<file path="src/rtl/mssb_scan_if.sv">
// Stream bundle for mssb_scan: vector in, one set-bit index out per beat.
// Both handshakes are valid/ready; slave is the scanner side.
interface mssb_scan_if #(
  parameter int WIDTH = 16
);
  localparam int IDX_W = $clog2(WIDTH);
  localparam int CNT_W = $clog2(WIDTH + 1);

  logic             i_in_valid;
  logic             o_in_ready;
  logic [WIDTH-1:0] i_in_vector;
  logic             o_out_valid;
  logic             i_out_ready;
  logic [IDX_W-1:0] o_out_index;
  logic [CNT_W-1:0] o_out_seq;
  logic             o_out_last;
  logic             o_out_empty;

  modport slave (
    input  i_in_valid,
    output o_in_ready,
    input  i_in_vector,
    output o_out_valid,
    input  i_out_ready,
    output o_out_index,
    output o_out_seq,
    output o_out_last,
    output o_out_empty
  );

  modport master (
    output i_in_valid,
    input  o_in_ready,
    output i_in_vector,
    input  o_out_valid,
    output i_out_ready,
    input  o_out_index,
    input  o_out_seq,
    input  o_out_last,
    input  o_out_empty
  );
endinterface

</file>
<file path="src/rtl/mssb_scan.sv">
// Sequential set-bit scanner: streams the index of every set bit of an
// accepted vector, MSB-first or LSB-first, one beat per cycle.
module mssb_scan #(
  parameter int WIDTH     = 16,
  parameter bit LSB_FIRST = 1'b0
) (
  input  logic       i_clk,
  input  logic       i_rst_n,
  input  logic       i_flush,
  mssb_scan_if.slave bus,
  output logic       o_busy
);
  localparam int IDX_W = $clog2(WIDTH);
  localparam int CNT_W = $clog2(WIDTH + 1);

  typedef enum logic {
    IDLE = 1'b0,
    SCAN = 1'b1
  } state_e;

  state_e           state_q, state_d;
  logic [WIDTH-1:0] rem_q, rem_d;
  logic [CNT_W-1:0] seq_q, seq_d;
  logic             empty_q, empty_d;

  logic [IDX_W-1:0] pick;
  logic [WIDTH-1:0] pick_mask;
  logic             one_left;
  logic             is_scan;
  logic             last;
  logic             out_hs;
  logic             accept;
  logic             in_ready;

  // Later loop iterations win, so the loop direction picks MSSB or LSSB.
  always_comb begin
    pick = '0;
    if (LSB_FIRST) begin
      for (int i = WIDTH - 1; i >= 0; i--) begin
        if (rem_q[i]) pick = IDX_W'(i);
      end
    end else begin
      for (int i = 0; i < WIDTH; i++) begin
        if (rem_q[i]) pick = IDX_W'(i);
      end
    end
  end

  assign pick_mask = {{(WIDTH-1){1'b0}}, 1'b1} << pick;

  assign one_left = (rem_q != '0) &&
                    ((rem_q & (rem_q - 1'b1)) == '0);

  assign is_scan  = (state_q == SCAN);
  assign last     = is_scan && (empty_q || one_left);
  assign out_hs   = is_scan && bus.i_out_ready && !i_flush;
  assign in_ready = !i_flush &&
                    (!is_scan || (bus.i_out_ready && last));
  assign accept   = bus.i_in_valid && in_ready;

  always_comb begin
    state_d = state_q;
    rem_d   = rem_q;
    seq_d   = seq_q;
    empty_d = empty_q;
    unique case (1'b1)
      i_flush: begin
        state_d = IDLE;
        rem_d   = '0;
        seq_d   = '0;
        empty_d = 1'b0;
      end
      accept: begin
        state_d = SCAN;
        rem_d   = bus.i_in_vector;
        seq_d   = '0;
        empty_d = (bus.i_in_vector == '0);
      end
      (out_hs && !last): begin
        rem_d = rem_q & ~pick_mask;
        seq_d = seq_q + CNT_W'(1);
      end
      (out_hs && last && !bus.i_in_valid): begin
        // Clearing state on the way out keeps IDLE outputs at zero.
        state_d = IDLE;
        rem_d   = '0;
        seq_d   = '0;
        empty_d = 1'b0;
      end
      default: begin
        state_d = state_q;
      end
    endcase
  end

  always_ff @(posedge i_clk or negedge i_rst_n) begin
    if (!i_rst_n) begin
      state_q <= IDLE;
      rem_q   <= '0;
      seq_q   <= '0;
      empty_q <= 1'b0;
    end else begin
      state_q <= state_d;
      rem_q   <= rem_d;
      seq_q   <= seq_d;
      empty_q <= empty_d;
    end
  end

  assign bus.o_in_ready  = in_ready;
  assign bus.o_out_valid = is_scan;
  assign bus.o_out_index = pick;
  assign bus.o_out_seq   = seq_q;
  assign bus.o_out_last  = last;
  assign bus.o_out_empty = empty_q;
  assign o_busy          = is_scan;
endmodule

</file>
<file path="src/flat_wrapper.sv">
// flat-port wrapper written by rule: the top's interface ports become plain ports
module mssb_scan_flat 
#(
  parameter int WIDTH     = 16,
  parameter bit LSB_FIRST = 1'b0
)
  (i_clk, i_rst_n, i_flush, o_busy, bus_i_in_valid, bus_o_in_ready, bus_i_in_vector, bus_o_out_valid, bus_i_out_ready, bus_o_out_index, bus_o_out_seq, bus_o_out_last, bus_o_out_empty);
  mssb_scan_if #(.WIDTH(WIDTH)) bus_i ();
  input  logic i_clk;
  input  logic i_rst_n;
  input  logic i_flush;
  output logic o_busy;
  input wire logic [$bits(bus_i.i_in_valid)-1:0] bus_i_in_valid;
  output wire logic [$bits(bus_i.o_in_ready)-1:0] bus_o_in_ready;
  input wire logic [$bits(bus_i.i_in_vector)-1:0] bus_i_in_vector;
  output wire logic [$bits(bus_i.o_out_valid)-1:0] bus_o_out_valid;
  input wire logic [$bits(bus_i.i_out_ready)-1:0] bus_i_out_ready;
  output wire logic [$bits(bus_i.o_out_index)-1:0] bus_o_out_index;
  output wire logic [$bits(bus_i.o_out_seq)-1:0] bus_o_out_seq;
  output wire logic [$bits(bus_i.o_out_last)-1:0] bus_o_out_last;
  output wire logic [$bits(bus_i.o_out_empty)-1:0] bus_o_out_empty;
  assign bus_i.i_in_valid = bus_i_in_valid;
  assign bus_o_in_ready = bus_i.o_in_ready;
  assign bus_i.i_in_vector = bus_i_in_vector;
  assign bus_o_out_valid = bus_i.o_out_valid;
  assign bus_i.i_out_ready = bus_i_out_ready;
  assign bus_o_out_index = bus_i.o_out_index;
  assign bus_o_out_seq = bus_i.o_out_seq;
  assign bus_o_out_last = bus_i.o_out_last;
  assign bus_o_out_empty = bus_i.o_out_empty;
  mssb_scan #(.WIDTH(WIDTH), .LSB_FIRST(LSB_FIRST)) u_core (.i_clk(i_clk), .i_rst_n(i_rst_n), .i_flush(i_flush), .bus(bus_i), .o_busy(o_busy));
endmodule
</file>
<file path="config.mk">
export PLATFORM = sky130hd
export DESIGN_NAME = mssb_scan_flat
export DESIGN_NICKNAME = d
export VERILOG_FILES = /design/src/rtl/mssb_scan_if.sv /design/src/rtl/mssb_scan.sv /design/src/flat_wrapper.sv
export SDC_FILE = /design/constraint.sdc
export NUM_CORES = 1
export LEC_CHECK = 0
export CORE_AREA = 3 3 86 88
export DETAILED_ROUTE_END_ITERATION = 10
export DIE_AREA = 0 0 89 91
export HOLD_SLACK_MARGIN = 0.15
export PLACE_DENSITY = 0.45
export SLEW_MARGIN = 20
export SYNTH_ARGS = -nofsm -noshare
export SYNTH_HDL_FRONTEND = slang
export SYNTH_SLANG_ARGS = --single-unit
</file>
<file path="constraint.sdc">
create_clock -name i_clk -period 2.6 [get_ports i_clk]
set_clock_uncertainty 0.2 [all_clocks]
set_input_delay 0.26 -clock i_clk [delete_from_list [all_inputs] [get_ports i_clk]]
set_output_delay 0.26 -clock i_clk [all_outputs]
set_load 0.01 [all_outputs]
</file>
### Word level (Yosys, flattened, before mapping)

Cells that the tools add are included.

* register bits after elaboration: 23
* bits in latches: 0
* bits in writable memories: 0
* ROM bits: 0
* input bits: 21
* word-level logic and storage cells: 53
* memories: 0

* add/subtract/negate cells: 2
* multiply operators: 0
* div/mod/pow operators: 0
* order comparisons: 0
* eq/ne operators: 0
* shifts and indexed selects: 1
* mux-type cells: 19
* bitwise gates (word level): 3
* reductions and logical operators: 24

Operators by type and width (number)
* $mux 4: 14
* $pmux 16 s3: 1
* $and 16x16->16: 2
* $logic_not 16->1: 2
* $not 16->16: 1
* $reduce_bool 16->1: 1
* $shl 1x4->16 const A: 1
* $sub 16x1->16 const B: 1
* $logic_and 1x1->1: 10
* $pmux 5 s2: 1
* $add 5x1->5 const B: 1
* $logic_not 1->1: 4
* $pmux 1 s2: 2
* $reduce_bool 2->1: 2
* $reduce_bool 3->1: 1
* $reduce_or 3->1: 1
* $logic_or 1x1->1: 2
* $reduce_or 2->1: 1
* $mux 1: 1

### Longest topological paths before layout

Gate-level depths: netlist of the first run.

* word-level depth: 19
* mapped depth: 10

### Worst setup path before layout of the first run

OpenSTA, ideal clock, no wires.

* path kind: register to output
* from: reg u_core.rem_q[0]
* to: out bus_o_in_ready
* arrival: 2406 ps
* required time: 2140 ps
* path slack: -266 ps
* cell stages (with the launch flop): 10
* cell sequence: dfrtp_1 -> or4_1 -> buf_2 -> or4_1 -> o21ai_0 -> and4b_1 -> buf_6 -> buf_2 -> o21ai_1 -> a21oi_1

* cells in the longest elaborated chain, start to end: 9
* elaborated cells on any way between the ends: 10

Ends and longest elaborated chain
* from (decl): line mssb_scan.sv:22 `logic [WIDTH-1:0] rem_q, rem_d;`
* from (signal assigned): line mssb_scan.sv:104 `rem_q <= rem_d;`
* $sub 16x1->16: line mssb_scan.sv:52 `((rem_q & (rem_q - 1'b1)) == '0);`
* $and 16x16->16: line mssb_scan.sv:52
* $logic_not 16->1: line mssb_scan.sv:52
* $logic_and 1x1->1 *: line mssb_scan.sv:51 `assign one_left = (rem_q != '0) &&`
* $logic_or 1x1->1 *: line mssb_scan.sv:55 `assign last = is_scan && (empty_q || one_left);`
* $logic_and 1x1->1 *: line mssb_scan.sv:55
* $logic_and 1x1->1 *: line mssb_scan.sv:58 `(!is_scan || (bus.i_out_ready && last));`
* $logic_or 1x1->1 *: line mssb_scan.sv:58
* $logic_and 1x1->1 *: line mssb_scan.sv:57 `assign in_ready = !i_flush &&`
* to (decl): line flat_wrapper.sv:14 `output wire logic [$bits(bus_i.o_in_ready)-1:0] bus_o_in_ready;`

Every way passes the cells marked *; elsewhere a longest branch is shown, timed or not.

### Final worst setup path of the first run

* from: reg u_core.rem_q[5]
* to: reg u_core.rem_q[1]

* cells in the longest elaborated chain, start to end: 15
* elaborated cells on any way between the ends: 32

Ends and longest elaborated chain
* branches (longest 15 deep; another with $sub 16x1->16)

Parallel ways; which one is timed is not known.
A chain may end at the register's enable or synchronous reset.

==> qor.yml, run 1 <==
status:
  status: "finished with violations"
  violations: "setup timing"
synthesis:
  yosysTopAreaCell: "dfrtp_1"
  yosysWarnings: 0
  syn_nets: 205
  synthDistinctLibCells: 48
  synth_seq_cells: 23
  synth_ff_type: "dfrtp_1"
  yosysSeqAreaShare_pct: 34.7
  syn_inst: 183
  synth_async_sr_flop_share_pct: 100
  synth.top_cell.area_share_pct: 34.7
  netlist_area_mm2: 0.00166
  synth_edf_count: 0
  yosys-top-cells-area: "dfrtp_1 35%, a32o_1 7.3%, or4_1 4.5%"
  synth.avg_cell_area_um2: 9.05
power:
  ir_drop_mv: 0.330
  switching_share_pct: 40.6
  seqPwrFrac_pct: 17.6
  combPwrFrac_pct: 73.9
  clock_power_share_pct: 8.5
  power.density_mw_per_mm2: 1080
  p_int_uw: 1660
  switching_power_uw: 1140
  p_leak_uw: 0.00108
placed_design:
  port_buffers: 34
  hpwl_um: 4440
  place_area_mm2: 0.00225
  place.gp.congestion: 0.817
timing:
  finalHoldViolCount: 0
  fin_ws_ns: -0.367
  clock.fmax_mhz: 337
  holdWs_ns: 0.140
  slew_headroom_pct: 67.0
  finalSetupViolations: 24
  worst_pin_slew_ns: 0.491
  period_needed_ns: 2.97
  fin_crit_sh_pct: 114
  finalMaxSlewViolations: 0
  grt_setup_unrepaired: "true"
  totalNegativeSetupSlack_ns: -7.53
floorplan:
  die_y_um: 91
  rows: 30
  fp.coreArea_mm2: 0.00672
  dieArea_mm2: 0.00810
  io_pins: 35
  start_util_pct: 24.7
  die_w_um: 89
finish:
  final_area_mm2: 0.00258
  fillers: 679
  post-route-util_pct: 38.5
  drive_above_1_share_pct: 33.7
  final_cell_mix: "36 x buf_4, 29 x clkdlybuf4s50_1, 21 x dfrtp_1"
  area_delta_synth_final_pct: 56.0
  finalNetCount: 272
  final_common_cell: "buf_4"
  antenna_cells: 0
critical_path:
  crit_chain: "or4_4 -> o41ai_2 -> o41ai_1 -> and4b_2 -> buf_6 -> buf_12 -> a311o_1 -> buf_12 -> a32o_2"
  path_buf_inv: 3
  critical_path_arrival_ns: 2.93
  cp-start-kind: "flip-flop"
  crit_top_cell: "buf_12"
  cpLargestDelayFamily: "compound AO/OA/AOI/OAI gates"
  critPathMaxStageDelay_ns: 0.56
  cpMaxStageDelayCell: "or4_4"
  worstPathMaxFanout: 17
  worstSetupPathType: "flip-flop to flip-flop"
  critical_path.endpoint_type: "flip-flop"
  cp.required_ns: 2.56
clocking:
  clkTransAtPathRegs_ns: 0.09
  cts_buffer_depth: 2
  htree_levels: 1
  cts.sinks: 23
  cts_tree: "done"
  cts_root_buffer: "clkbuf_8"
  clk_latency_ns: 0.28
  cts-buffers-inserted: 3
  holdBufCountCts: 0
global_route:
  antenna_found_initial: 0
  grt_pass1_wl_um: 9760
  grt_overflow_total: 0
  grt_usage_pct: 15.6
  grt_max_degree: 24
  grt_pass1_vias: 1752
routing:
  routed-wl-met3_um: 224
  vias: 1835
  wire_per_inst_um: 18.6
  met1Wirelength_um: 2910
  drt_iter0_markers: 134
  antenna_left: 0
  first_pass_iters: 4
  drc: 0
  wirelength_um: 6120
  met2RoutedLength_um: 2910
  drt-vias-per-instance: 5.58
  dr.max_layer_used: "met4"
run:
  max_cap_viol_count: 0
min_path:
  hp-class: "input pin to async pin"
==> flip-flops by register name, indices dropped and copies added, names as in the netlist <==
name,count
u_core.bus.o_out_empty,1
u_core.bus.o_out_seq,5
u_core.bus.o_out_valid,1
u_core.rem_q,16
==> worst reg2reg max path: stages (launching register included) <==
cell and delay [ns]:
dfrtp_2 0.44, or4_4 0.56, o41ai_2 0.29, o41ai_1 0.11, and4b_2 0.25, buf_6 0.14, buf_12 0.12, a311o_1 0.34
buf_12 0.17, a32o_2 0.24
==> routing by layer <==
layer | track usage, % | vias to the layer above
li1 | - | 870
met1 | 23.0 | 903
met2 | 23.8 | 57
met3 | 2.09 | 5
met4 | 4.09 | 0
met5 | 0 | -
==> power by group through the flow <==
stage / Combinational [uW] / Sequential, uW / Clock (uW)
2_1_floorplan: 893 / 481 / 0
3_3_place_gp: 1390 / 498 / 0
3_5_place_dp: 1390 / 499 / 0
4_1_cts: 1920 / 489 / 248
5_1_grt: 2200 / 500 / 264
6_report: 2070 / 493 / 238
==> repair_timing <==
item,4_1_cts,5_1_grt
cloned,1,0
buffers inserted,12,2
gates resized for setup,36,17
pin swaps,11,2
setup endpoints to repair,25,28
==> through the flow <==
| step | setup slack, ns | cells | power, uW |
|---|---|---|---|
| detailed placement | -0.440 | 310 | 1890 |
| global route | -0.431 | 329 | 2970 |
| global placement | -0.447 | 310 | 1890 |
| CTS | -0.356 | 327 | 2660 |
| finish | -0.367 | 329 | 2800 |
| floorplan | -0.163 | 183 | 1370 |
==> cell families after synthesis <==
group | synth area share [%]
AO/OA/AOI/OAI | 30.2
AND/OR/NAND/NOR | 25.6
buffers and inverters | 7.55
adder cells (fa/ha/maj) | 1.36
flip-flops | 34.7
XOR/XNOR | 0.529
==> synth_stat cells (2+ instances only) <==
master     instances
nand4bb_1          3
nor3_1             7
dfrtp_1           23
o41ai_1            5
nand2_1           11
a21oi_1            5
a31o_2             2
nor2b_1            3
nand4b_1           2
a2111oi_0          3
buf_2              3
nor2_1            10
clkbuf_1          10
a211o_1            3
nor4_1             9
o21bai_1           2
or4_1             10
nand2b_1           2
and4_1             2
and3_1             3
nand3_1            2
a32o_1            12
or2_2              2
inv_1              4
buf_6              4
a22o_1             5
o21ai_0           12
o31ai_1            4
==> final timing paths <==
| kind | startpoint | end | slack (ns) | cells after the start |
|---|---|---|---|---|
| max in group asynchronous | i_rst_n | u_core.rem_q[6]$_DFFE_PN0P_ | 1.77 | 2 |
| setup reg to reg | u_core.rem_q[5]$_DFFE_PN0P_ | u_core.rem_q[1]$_DFFE_PN0P_ | -0.37 | 9 |
| min in group i_clk | u_core.bus.o_out_seq[0]$_DFFE_PN0P_ | u_core.bus.o_out_seq[0]$_DFFE_PN0P_ | 0.36 | 1 |
| hold reg to reg | u_core.bus.o_out_seq[0]$_DFFE_PN0P_ | u_core.bus.o_out_seq[0]$_DFFE_PN0P_ | 0.36 | 1 |
| setup / recovery | u_core.rem_q[5]$_DFFE_PN0P_ | u_core.rem_q[1]$_DFFE_PN0P_ | -0.37 | 9 |
| hold / removal | i_rst_n | u_core.bus.o_out_valid$_DFFE_PN0P_ | 0.14 | 2 |
==> cell type report <==
class                      count  area [um2]  share of cell area, %
clock buffer                   3        41.3                   1.60
inverter                       4        15.0                  0.581
tap                           80         100                   3.87
timing repair buffer          81         767                   29.7
clock inverter                 1        5.00                  0.194
sequential                    23         578                   22.4
multi-input combinational    137        1080                   41.7
Power figures use the tool's default switching activity.
==> inputs of run 2 (changes only) <==
--- a/config.mk
+++ b/config.mk
@@ -5,6 +5,7 @@
 export SDC_FILE = /design/constraint.sdc
 export NUM_CORES = 1
 export LEC_CHECK = 0
+export CAP_MARGIN = 20
 export CORE_AREA = 3 3 86 88
 export DETAILED_ROUTE_END_ITERATION = 10
 export DIE_AREA = 0 0 89 91
==> results of run 2 <==
The final DEF is identical to that of run 1; final timing and power are the same.
